[src/rtl/misc_pkg.sv]
// Shared types for the misc request queue.
//   misc_op_e     : misc-manager op codes (MISC_IDLE is the "nothing this cycle" code)
//   misc_req_t    : captured request {op, port, data}; fields are MISC_MAX_W wide and
//                   users zero-extend their DATA_SIZE-wide values into them
//   misc_state_e  : request sequencer FSM states
//   misc_op_*()   : op classification helpers
package misc_pkg;

    // Widest DATA_SIZE a misc_req_t can carry.
    localparam int unsigned MISC_MAX_W = 64;

    typedef enum logic [3:0] {
        MISC_RAM_RD = 4'h0,
        MISC_RAM_WR = 4'h1,
        MISC_RECV   = 4'h2,
        MISC_SEND   = 4'h3,
        MISC_IDLE   = 4'hF
    } misc_op_e;

    typedef struct packed {
        logic [3:0]            op;
        logic [MISC_MAX_W-1:0] port;
        logic [MISC_MAX_W-1:0] data;
    } misc_req_t;

    typedef enum logic [1:0] {
        StIdle  = 2'd0,
        StIssue = 2'd1,
        StWait  = 2'd2,
        StResp  = 2'd3
    } misc_state_e;

    // Only 0000..0011 are defined; everything from 0100 up is rejected.
    function automatic logic misc_op_legal(input logic [3:0] op);
        return op[3:2] == 2'b00;
    endfunction

    // Ops that address an I/O port rather than the RAM.
    function automatic logic misc_op_is_port(input logic [3:0] op);
        return (op == MISC_RECV) || (op == MISC_SEND);
    endfunction

    // Ops that carry a payload out and may be posted.
    function automatic logic misc_op_is_write(input logic [3:0] op);
        return (op == MISC_RAM_WR) || (op == MISC_SEND);
    endfunction

endpackage

[src/rtl/misc_req_fifo.sv]
// Request FIFO for misc_req_queue: DEPTH entries of WIDTH bits, wrapping pointers.
//   clk, rstn      : clock, asynchronous active-low reset (empties the FIFO)
//   push_i/wdata_i : write an entry (ignored when full)
//   pop_i          : drop the head entry (ignored when empty)
//   rdata_o        : head entry, valid while !empty_o
//   count_o        : number of stored entries (0..DEPTH)
//   empty_o        : no entries stored
module misc_req_fifo #(
    parameter int unsigned DEPTH = 4,
    parameter int unsigned WIDTH = 8
) (
    input  logic                       clk,
    input  logic                       rstn,
    input  logic                       push_i,
    input  logic [WIDTH-1:0]           wdata_i,
    input  logic                       pop_i,
    output logic [WIDTH-1:0]           rdata_o,
    output logic [$clog2(DEPTH+1)-1:0] count_o,
    output logic                       empty_o
);

    localparam int unsigned PtrW = $clog2(DEPTH);
    localparam int unsigned CntW = $clog2(DEPTH + 1);

    logic [WIDTH-1:0] mem_q [DEPTH];
    logic [PtrW-1:0]  wr_ptr_q, wr_ptr_d;
    logic [PtrW-1:0]  rd_ptr_q, rd_ptr_d;
    logic [CntW-1:0]  count_q, count_d;
    logic             full;
    logic             do_push;
    logic             do_pop;

    assign full    = (count_q == CntW'(DEPTH));
    assign empty_o = (count_q == '0);
    assign count_o = count_q;
    assign rdata_o = mem_q[rd_ptr_q];

    assign do_push = push_i && !full;
    assign do_pop  = pop_i && !empty_o;

    // DEPTH is a power of two, so the pointers wrap by plain overflow.
    always_comb begin
        wr_ptr_d = wr_ptr_q;
        rd_ptr_d = rd_ptr_q;
        count_d  = count_q;
        if (do_push) begin
            wr_ptr_d = wr_ptr_q + 1'b1;
        end
        if (do_pop) begin
            rd_ptr_d = rd_ptr_q + 1'b1;
        end
        unique case ({do_push, do_pop})
            2'b10:   count_d = count_q + 1'b1;
            2'b01:   count_d = count_q - 1'b1;
            default: count_d = count_q;
        endcase
    end

    always_ff @(posedge clk or negedge rstn) begin
        if (!rstn) begin
            wr_ptr_q <= '0;
            rd_ptr_q <= '0;
            count_q  <= '0;
        end else begin
            wr_ptr_q <= wr_ptr_d;
            rd_ptr_q <= rd_ptr_d;
            count_q  <= count_d;
        end
    end

    // Storage needs no reset: an entry is only read after it was written.
    always_ff @(posedge clk) begin
        if (do_push) begin
            mem_q[wr_ptr_q] <= wdata_i;
        end
    end

endmodule

[src/rtl/misc_req_queue.sv]
// Misc request queue: buffers core requests in a FIFO and sequences them one at a time
// to the misc manager (IDLE -> ISSUE -> WAIT -> RESP), returning one response per
// request in acceptance order. Illegal ops (>= 0100) are answered with rsp_err_o=1,
// rsp_data_o=0 and never reach the misc manager.
//
// Build option: MISC_REQ_QUEUE_WRITE_ACK_EN
//   defined   -> RAM writes and port sends are acknowledged with a response
//   undefined -> RAM writes and port sends are posted (no response)
//
// Ports:
//   clk, rstn                       : clock, asynchronous active-low reset
//   req_valid_i/req_ready_o         : request handshake
//   req_op_i, req_port_i, req_data_i: request op, RAM address / port number, payload
//   rsp_valid_o/rsp_ready_i         : response handshake
//   rsp_data_o, rsp_err_o           : response result and illegal-op flag
//   mm_cs_o, mm_op_o, mm_port_o,
//   mm_data_o                       : misc-manager command (MISC_IDLE outside ISSUE)
//   mm_result_i                     : misc-manager result, valid the cycle after ISSUE
//   issued_count_o                  : wrapping count of ops issued to the misc manager
module misc_req_queue
    import misc_pkg::*;
#(
    parameter int unsigned DATA_SIZE = 16,
    parameter int unsigned DEPTH     = 4
) (
    input  logic                 clk,
    input  logic                 rstn,
    input  logic                 req_valid_i,
    output logic                 req_ready_o,
    input  logic [3:0]           req_op_i,
    input  logic [DATA_SIZE-1:0] req_port_i,
    input  logic [DATA_SIZE-1:0] req_data_i,
    output logic                 rsp_valid_o,
    input  logic                 rsp_ready_i,
    output logic [DATA_SIZE-1:0] rsp_data_o,
    output logic                 rsp_err_o,
    output logic                 mm_cs_o,
    output logic [3:0]           mm_op_o,
    output logic [DATA_SIZE-1:0] mm_port_o,
    output logic [DATA_SIZE-1:0] mm_data_o,
    input  logic [DATA_SIZE-1:0] mm_result_i,
    output logic [15:0]          issued_count_o
);

`ifdef MISC_REQ_QUEUE_WRITE_ACK_EN
    localparam bit WriteAck = 1'b1;
`else
    localparam bit WriteAck = 1'b0;
`endif

    localparam int unsigned EntryW = 4 + 2 * DATA_SIZE;
    localparam int unsigned CntW   = $clog2(DEPTH + 1);

    // FIFO interface
    logic              fifo_push;
    logic              fifo_pop;
    logic [EntryW-1:0] fifo_wdata;
    logic [EntryW-1:0] fifo_rdata;
    logic [CntW-1:0]   fifo_count;
    logic              fifo_empty;

    logic [3:0]           head_op;
    logic [DATA_SIZE-1:0] head_port;
    logic [DATA_SIZE-1:0] head_data;

    // Sequencer state
    misc_state_e          state_q, state_d;
    misc_req_t            cur_q, cur_d;
    logic [DATA_SIZE-1:0] rsp_data_q, rsp_data_d;
    logic                 rsp_err_q, rsp_err_d;
    logic [15:0]          issued_q, issued_d;

    // No bypass: a full FIFO refuses a push even when the head is popped this cycle.
    assign req_ready_o = (fifo_count != CntW'(DEPTH));
    assign fifo_push   = req_valid_i && req_ready_o;
    assign fifo_wdata  = {req_op_i, req_port_i, req_data_i};

    assign head_op   = fifo_rdata[EntryW-1 -: 4];
    assign head_port = fifo_rdata[2*DATA_SIZE-1 -: DATA_SIZE];
    assign head_data = fifo_rdata[DATA_SIZE-1:0];

    misc_req_fifo #(
        .DEPTH (DEPTH),
        .WIDTH (EntryW)
    ) u_fifo (
        .clk     (clk),
        .rstn    (rstn),
        .push_i  (fifo_push),
        .wdata_i (fifo_wdata),
        .pop_i   (fifo_pop),
        .rdata_o (fifo_rdata),
        .count_o (fifo_count),
        .empty_o (fifo_empty)
    );

    always_comb begin
        state_d    = state_q;
        cur_d      = cur_q;
        rsp_data_d = rsp_data_q;
        rsp_err_d  = rsp_err_q;
        issued_d   = issued_q;
        fifo_pop   = 1'b0;

        unique case (state_q)
            StIdle: begin
                if (!fifo_empty) begin
                    fifo_pop = 1'b1;
                    if (misc_op_legal(head_op)) begin
                        cur_d.op   = head_op;
                        cur_d.port = MISC_MAX_W'(head_port);
                        cur_d.data = MISC_MAX_W'(head_data);
                        state_d    = StIssue;
                    end else begin
                        // Illegal op: answer directly, the misc manager never sees it.
                        rsp_err_d  = 1'b1;
                        rsp_data_d = '0;
                        state_d    = StResp;
                    end
                end
            end
            StIssue: begin
                issued_d = issued_q + 16'd1;
                state_d  = StWait;
            end
            StWait: begin
                rsp_data_d = mm_result_i;
                rsp_err_d  = 1'b0;
                if (!WriteAck && misc_op_is_write(cur_q.op)) begin
                    state_d = StIdle;
                end else begin
                    state_d = StResp;
                end
            end
            StResp: begin
                if (rsp_ready_i) begin
                    state_d = StIdle;
                end
            end
            default: state_d = StIdle;
        endcase
    end

    always_ff @(posedge clk or negedge rstn) begin
        if (!rstn) begin
            state_q    <= StIdle;
            cur_q      <= '0;
            rsp_data_q <= '0;
            rsp_err_q  <= 1'b0;
            issued_q   <= '0;
        end else begin
            state_q    <= state_d;
            cur_q      <= cur_d;
            rsp_data_q <= rsp_data_d;
            rsp_err_q  <= rsp_err_d;
            issued_q   <= issued_d;
        end
    end

    // The command is presented only during ISSUE so a RAM write is never repeated.
    always_comb begin
        mm_op_o   = MISC_IDLE;
        mm_cs_o   = 1'b0;
        mm_port_o = '0;
        mm_data_o = '0;
        if (state_q == StIssue) begin
            mm_op_o   = cur_q.op;
            mm_cs_o   = misc_op_is_port(cur_q.op);
            mm_port_o = cur_q.port[DATA_SIZE-1:0];
            mm_data_o = cur_q.data[DATA_SIZE-1:0];
        end
    end

    assign rsp_valid_o    = (state_q == StResp);
    assign rsp_data_o     = rsp_data_q;
    assign rsp_err_o      = rsp_err_q;
    assign issued_count_o = issued_q;

    // Upper struct bits are always zero-extended; they carry no information.
    if (DATA_SIZE < MISC_MAX_W) begin : g_unused_hi
        logic unused_cur_hi;
        assign unused_cur_hi = ^{cur_q.port[MISC_MAX_W-1:DATA_SIZE],
                                 cur_q.data[MISC_MAX_W-1:DATA_SIZE]};
    end

endmodule

[config.mk]
export PLATFORM = sky130hd
export DESIGN_NAME = misc_req_queue
export DESIGN_NICKNAME = d
export VERILOG_FILES = /design/src/rtl/misc_pkg.sv /design/src/rtl/misc_req_fifo.sv /design/src/rtl/misc_req_queue.sv
export SDC_FILE = /design/constraint.sdc
export NUM_CORES = 1
export LEC_CHECK = 0
export ABC_AREA = 1
export BUFFER_PORTS_ARGS = -buffer_cell sky130_fd_sc_hd__clkbuf_2
export CAP_MARGIN = 20
export CORE_MARGIN = 2
export CORE_UTILIZATION = 45
export CTS_BUF_LIST = sky130_fd_sc_hd__clkbuf_8
export DETAILED_ROUTE_END_ITERATION = 10
export HOLD_SLACK_MARGIN = 0.08
export MAX_ROUTING_LAYER = met4
export PLACE_DENSITY = 0.75
export SYNTH_ARGS = -nofsm -noshare
export SYNTH_HDL_FRONTEND = slang
export SYNTH_HIERARCHICAL = 1
export SYNTH_SLANG_ARGS = --single-unit
[constraint.sdc]
create_clock -name clk -period 3.45 [get_ports clk]
set_input_delay 0.345 -clock clk [delete_from_list [all_inputs] [get_ports clk]]
set_output_delay 0.345 -clock clk [all_outputs]
set_load 0.05 [all_outputs]
==> results_dict.tcl, run 1 <==
set metrics [dict create \
    status "finished clean" \
    synth.distinct_cells 33 \
    cts_buffers 36 \
    min-delay-path-class "input pin to flip-flop" \
    h-tree-depth 2 \
    vias 6408 \
    pre_cts_slack_ns 1.07 \
    ir_drop_mv 0.680 \
    synth_area_leader_cell "edfxtp_1" \
    place_area_um2 10100 \
    grtUsageTotal_pct 18.0 \
    rsz0062_at_grt "false" \
    coreArea_um2 20400 \
    insertion_delay_ns 0.52 \
    place_congestion 0.769 \
    synth.cell_area_um2 9410 \
    fp.dieW_um 149 \
    layout_commonest_cell "nand2_1" \
    cap_viol_max_count 0 \
    crit_required_ns 3.11 \
    antenna_cells 0 \
    grt_overflow 0 \
    grt_pass1_wl_um 30700 \
    seqCellArea_um2 6280 \
    hpwl_um 11400 \
    finalSetupViolCount 0 \
    p_leak_nw 5.31 \
    async_flop_share_pct 35.1 \
    ctsResizeCount 0 \
    clk_pin_slew_ns 0.06 \
    cts_sinks 222 \
    arrival_ns 2.30 \
    synth_seq_area_share_pct 66.7 \
    post-route-min-period_ns 2.64 \
    critPathMaxFanout 36 \
    layout_setup_ws_ns 0.810 \
    critical_path.endpoint_type "primary output" \
    clock_skew_ns 0.0264 \
    io_buffer_count 127 \
    layout-drive-gt1-share_pct 19.7 \
    cts_buffer_depth 3 \
    clock.fmax_mhz 379 \
    antenna_found_initial 0 \
    yosysWarnings 6 \
    ys_ff_latch 222 \
    worstSetupPathType "flip-flop to primary output" \
    die_h_um 149 \
    dieArea_um2 22100 \
    routed_wl_um 19000 \
    slew_violations 0 \
    grt_max_degree 79 \
    dr.pass1.iters 7 \
    syn_inst 848 \
    cp-start-kind "flip-flop" \
    io-pin-count 128 \
    wire_per_inst_um 14.2 \
    stdcell_area_um2 11400 \
    fp-row-count 52 \
    powerDensity_nw_per_um2 850 \
    grt_pass1_vias 6206 \
    fill_cells 1713 \
    layout_common_cells "nand2_1 (207), inv_1 (145), edfxtp_1 (144)" \
    remaining_drc_errors 0 \
    final.period_utilization_pct 76.5 \
    area_delta_synth_final_pct 20.9 \
    avgSynthCellArea_um2 11.1 \
    drt-initial-drc-count 281 \
    tns_ns 0 \
    clockRootBuffer "clkbuf_8" \
    max-slew-margin-rel_pct 53.9 \
    start_util_pct 46.2 \
    yosys_most_used_dff "edfxtp_1" \
    final_util_pct 55.9 \
    multi_input_area_um2 2310 \
    drtAntennaViolNets 0 \
    finalHoldViolations 0 \
    cts_tree "yes" \
    nets 1105 \
    worstMarginPinSlew_ns 0.689 \
    synth_area_leaders "edfxtp_1 (46%), dfrtp_1 (21%), nand2_1 (8.3%)" \
    synth_fp_nets 911 \
    yosysTopAreaCellShare_pct 45.9 \
    synth-edff-count 144 \
    drt-vias-per-instance 4.79 \
]
-- cells by family (layout without fill, tap and decap cells) --
kind of cell               Yosys count  count (layout)  synth area share, %
and+or+nand+nor                    323             323                 14.2
buffers and inverters              172             391                 9.07
xor gates and xnor gates            12              12                 1.12
AOI/OAI and AO/OA                  112             112                 7.90
adders and majority gates            7               7                 1.01
DFF                                222             222                 66.7
-- flip-flops by register name, summed over array words and instances (netlist names) --
register and flops:
rsp_err_o 1, u_fifo/mem_q 144, u_fifo/count_o 3, u_fifo/wr_ptr_q 2, cur_q 36, u_fifo/rd_ptr_q 2, issued_count_o 16, rsp_data_o 16
state_q 2
-- synthesized netlist by cell type (7+ instances only) --
cell,instances
a21oi_1,35
inv_1,131
o211ai_1,72
buf_6,15
nor2_1,80
nand3_1,9
buf_2,7
nand2_1,207
edfxtp_1,144
dfrtp_1,78
xor2_1,7
-- per-stage QoR --
step           hold slack, ns  power [mW]  std cells
3_3_place_gp            0.455        7.54       1219
3_5_place_dp            0.458        7.65       1219
2_1_floorplan          0.0494        6.93        848
4_1_cts                 0.216        9.78       1336
5_1_grt                 0.258        10.3       1337
6_report                0.247        9.67       1337
-- report_power, final --
part / total [mW] / leakage, nW / switching [mW] / internal (mW)
sequential: 3.87 / 2.27 / 0.272 / 3.59
clock: 2.05 / 0.388 / 0.964 / 1.08
combinational: 3.75 / 2.65 / 2.80 / 0.955
total: 9.67 / 5.31 / 4.04 / 5.63
-- worst paths after layout --
| path | startpoint | endpoint | slack [ns] | cells past startpoint |
|---|---|---|---|---|
| worst min register to register | rsp_data_o[15] | rsp_data_o[15] | 0.47 | 2 |
| max in group asynchronous | rstn | cur_q[78] | 2.50 | 3 |
| min in group asynchronous | rstn | issued_count_o[3] | 0.35 | 2 |
| worst min-delay path | req_valid_i | u_fifo/wr_ptr_q[1] | 0.25 | 4 |
| worst max register to register | u_fifo/rd_ptr_q[0] | cur_q[73] | 1.04 | 8 |
| worst max-delay path | state_q[0] | mm_cs_o | 0.81 | 5 |
-- critical path, stage by stage (launching register included) --
cell	delay, ns
dfrtp_1	0.51
inv_2	0.11
nor2_4	0.16
inv_2	0.29
nor4_1	0.37
clkbuf_2	0.35
-- layer usage --
layer | track usage [%] | part of all wire [%] | up-vias
met2 | 29.3 | 47 | 199
met4 | 6.19 | 2.5 | 0
met1 | 23.0 | 45 | 2995
li1 | - | - | 3168
met3 | 3.25 | 5.9 | 46
met5 | - | 0 | -
-- timing repair --
item                                    CTS  global route
hold buffers                             54             0
endpoints found under the hold margin   223             0
endpoints found under the setup margin    0             0
setup buffers                             0             0
-- area by class of cell --
type                    instances  share of cell area [%]
inverters                     137                    4.54
clock inverters                22                   0.825
repair buffers                191                    11.2
well taps                     270                    2.97
flip-flops and latches        222                    55.2
multi-input cells             454                    20.3
clock buffers                  41                    4.96
No activity file was read; power rests on OpenSTA's default activity.
==> inputs of run 2 (changes only) <==
--- a/config.mk
+++ b/config.mk
@@ -5,7 +5,7 @@
 export SDC_FILE = /design/constraint.sdc
 export NUM_CORES = 1
 export LEC_CHECK = 0
-export ABC_AREA = 1
+export ABC_AREA = 0
 export BUFFER_PORTS_ARGS = -buffer_cell sky130_fd_sc_hd__clkbuf_2
 export CAP_MARGIN = 20
 export CORE_MARGIN = 2
@@ -14,7 +14,7 @@
 export DETAILED_ROUTE_END_ITERATION = 10
 export HOLD_SLACK_MARGIN = 0.08
 export MAX_ROUTING_LAYER = met4
-export PLACE_DENSITY = 0.75
+export PLACE_DENSITY = 0.78
 export SYNTH_ARGS = -nofsm -noshare
 export SYNTH_HDL_FRONTEND = slang
 export SYNTH_HIERARCHICAL = 1
==> constraint.sdc (replaced) <==
create_clock -name clk -period 2.1 [get_ports clk]
set_input_delay 0.21 -clock clk [delete_from_list [all_inputs] [get_ports clk]]
set_output_delay 0.21 -clock clk [all_outputs]
set_load 0.05 [all_outputs]
==> run 2 against run 1 <==
  * Combinational power up 85%
  * Die area down 7.3%
  * Sequential cell count unchanged
  * Worst setup slack worse by 0.78 ns
  * Via count down 23%
  * Total power up 75%
  * Critical path type unchanged
  * Critical endpoint is now mm_data_o[13]
==> results_dict.tcl, run 2 <==
set metrics [dict create \
    finalHoldViolations 0 \
    critical_path.endpoint_type "primary output" \
    synth_compound_area_share_pct 2.57 \
    grtUsageTotal_pct 19.1 \
    layout_setup_ws_ns 0.0271 \
    h-tree-depth 2 \
    synth_area_leaders "edfxtp_1 (50%), dfrtp_1 (22%), mux4_2 (9.3%)" \
    layout_commonest_cell "edfxtp_1" \
    clock_skew_ns 0.0223 \
    synthSimpleGateAreaFrac_pct 5.93 \
    largest_register_ffs 144 \
    worstSetupPathType "flip-flop to primary output" \
    coreArea_um2 18800 \
    grt_pass1_wl_um 28700 \
    synth_area_leader_cell "edfxtp_1" \
    regMostFlops "u_fifo/mem_q" \
    drtAntennaViolNets 0 \
    fill_cells 1339 \
    powerDensity_nw_per_um2 1460 \
    nets 760 \
    insertion_delay_ns 0.53 \
    hpwl_um 10400 \
    antenna_found_initial 1 \
    cts_buffers 36 \
    worstMarginPinSlew_ns 1.11 \
    synthMuxAreaShare_pct 14.1 \
    final_util_pct 61.5 \
    synth.distinct_cells 43 \
    synth.cell_area_um2 8710 \
    ys_ff_latch 222 \
    clockRootBuffer "clkbuf_8" \
    cts_tree "yes" \
    layout-drive-gt1-share_pct 45.1 \
    yosys_most_used_dff "edfxtp_1" \
    seqCellArea_um2 6280 \
    cts_buffer_depth 3 \
    synth-adder-area-share_pct 1.09 \
    p_leak_nw 4.66 \
    synth_xor_area_share_pct 2.11 \
    cap_viol_max_count 0 \
    grt_max_degree 40 \
    finalSetupViolCount 0 \
    place_congestion 0.780 \
    fp-row-count 50 \
    status "finished clean" \
    largestRegisters "u_fifo/mem_q: 144 flops, cur_q: 36 flops" \
    synth_common_cells "edfxtp_1 (144), dfrtp_1 (78), and2_1 (40)" \
    synth_top_family_by_area "multiplexers" \
    layout_common_cells "edfxtp_1 (144), clkbuf_2 (90), dfrtp_1 (76)" \
    synth-edff-count 144 \
    routed_wl_um 18600 \
    critPathMaxFanout 12 \
    io-pin-count 128 \
    synth_fp_nets 525 \
    drt-initial-drc-count 179 \
    drt-vias-per-instance 5.02 \
    die_h_um 143 \
    yosysWarnings 6 \
    min-delay-path-class "input pin to async pin" \
    clk_pin_slew_ns 0.06 \
    yosysTopAreaCellShare_pct 49.6 \
    grt_pass1_vias 5412 \
    grt_overflow 0 \
    wire_per_inst_um 18.9 \
    clock.fmax_mhz 482 \
    syn_inst 462 \
    final.period_utilization_pct 98.7 \
    post-route-min-period_ns 2.07 \
    io_buffer_count 127 \
    cts_sinks 222 \
    avgSynthCellArea_um2 18.9 \
    slew_violations 0 \
    async_flop_share_pct 35.1 \
    start_util_pct 46.3 \
    dieArea_um2 20500 \
    crit_required_ns 1.89 \
    area_delta_synth_final_pct 33.0 \
    multi_input_area_um2 2330 \
    vias 4953 \
    cp-start-kind "flip-flop" \
    arrival_ns 1.86 \
    remaining_drc_errors 0 \
    dr.pass1.iters 4 \
    pre_cts_slack_ns -0.000915 \
    synth_most_common_cell "edfxtp_1" \
    fp.dieW_um 143 \
    ir_drop_mv 0.881 \
    synth_seq_area_share_pct 72.0 \
    max-slew-margin-rel_pct 26.0 \
    rsz0062_at_grt "true" \
]
## run 2: layer usage
| layer | global-route usage, % | vias to the layer above | wire length (µm) |
|---|---|---|---|
| met4 | 5.68 | 0 | 360 |
| met5 | - | - | 0 |
| li1 | - | 2240 | - |
| met3 | 3.92 | 40 | 1060 |
| met2 | 32.6 | 157 | 9400 |
| met1 | 23.0 | 2516 | 7810 |
## run 2: final timing paths
path,from,endpoint,slack (ns),depth (start not counted)
setup / recovery,state_q[1],mm_data_o[13],0.03,5
hold / removal,rstn,issued_count_o[4],0.23,2
setup reg to reg,state_q[0],u_fifo/count_o[2],0.04,9
hold reg to reg,issued_count_o[15],issued_count_o[15],0.48,1
max in group asynchronous,rstn,cur_q[7],1.19,3
min in group clk,req_valid_i,u_fifo/wr_ptr_q[0],0.32,6
## run 2: layout make-up
cell class / count / area share (%)
inverters: 8 / 0.259
multi-input cells: 211 / 20.1
clock buffers: 40 / 4.75
clock inverters: 26 / 1.30
well taps: 260 / 2.81
repair buffers: 218 / 16.6
diodes: 1 / 0.0216
flip-flops and latches: 222 / 54.2
## run 2: worst max-delay path: stages (launching register included)
cell	delay, ns
dfrtp_1	0.39
buf_6	0.13
nor2b_4	0.17
bufbuf_16	0.31
and2_1	0.16
clkbuf_8	0.19
## run 2: what timing repair did
action,in CTS,in global routing
gates cloned,1,1
gates resized for setup,67,31
buffers inserted,11,5
hold buffers,54,0
setup endpoints to repair,36,36
hold endpoints to repair,198,0
pin swaps,7,10
## run 2: cell families after synthesis
logic type / after synthesis
flops: 222
simple gates: 84
mux: 73
buf+inv: 29
compound gates: 26
xor+xnor: 21
fa+ha+maj: 7
## run 2: stage by stage
stage,power [mW],hold WS (ns),instances,TNS (ns),cell area (µm²)
floorplan,10.9,-0.0856,462,-0.0254,8730
detailed placement,12.6,0.244,849,-0.000915,9860
CTS,16.9,0.170,980,-0.00819,11500
finish,17.0,0.231,986,0,11600
global route,17.8,0.263,986,-0.652,11600
global placement,12.3,0.237,849,0,9860
## run 2: report_power, final
group	internal, mW	leakage, nW	switching [mW]
clock network	1.90	0.407	1.68
logic	3.06	1.97	3.87
registers	5.94	2.29	0.534
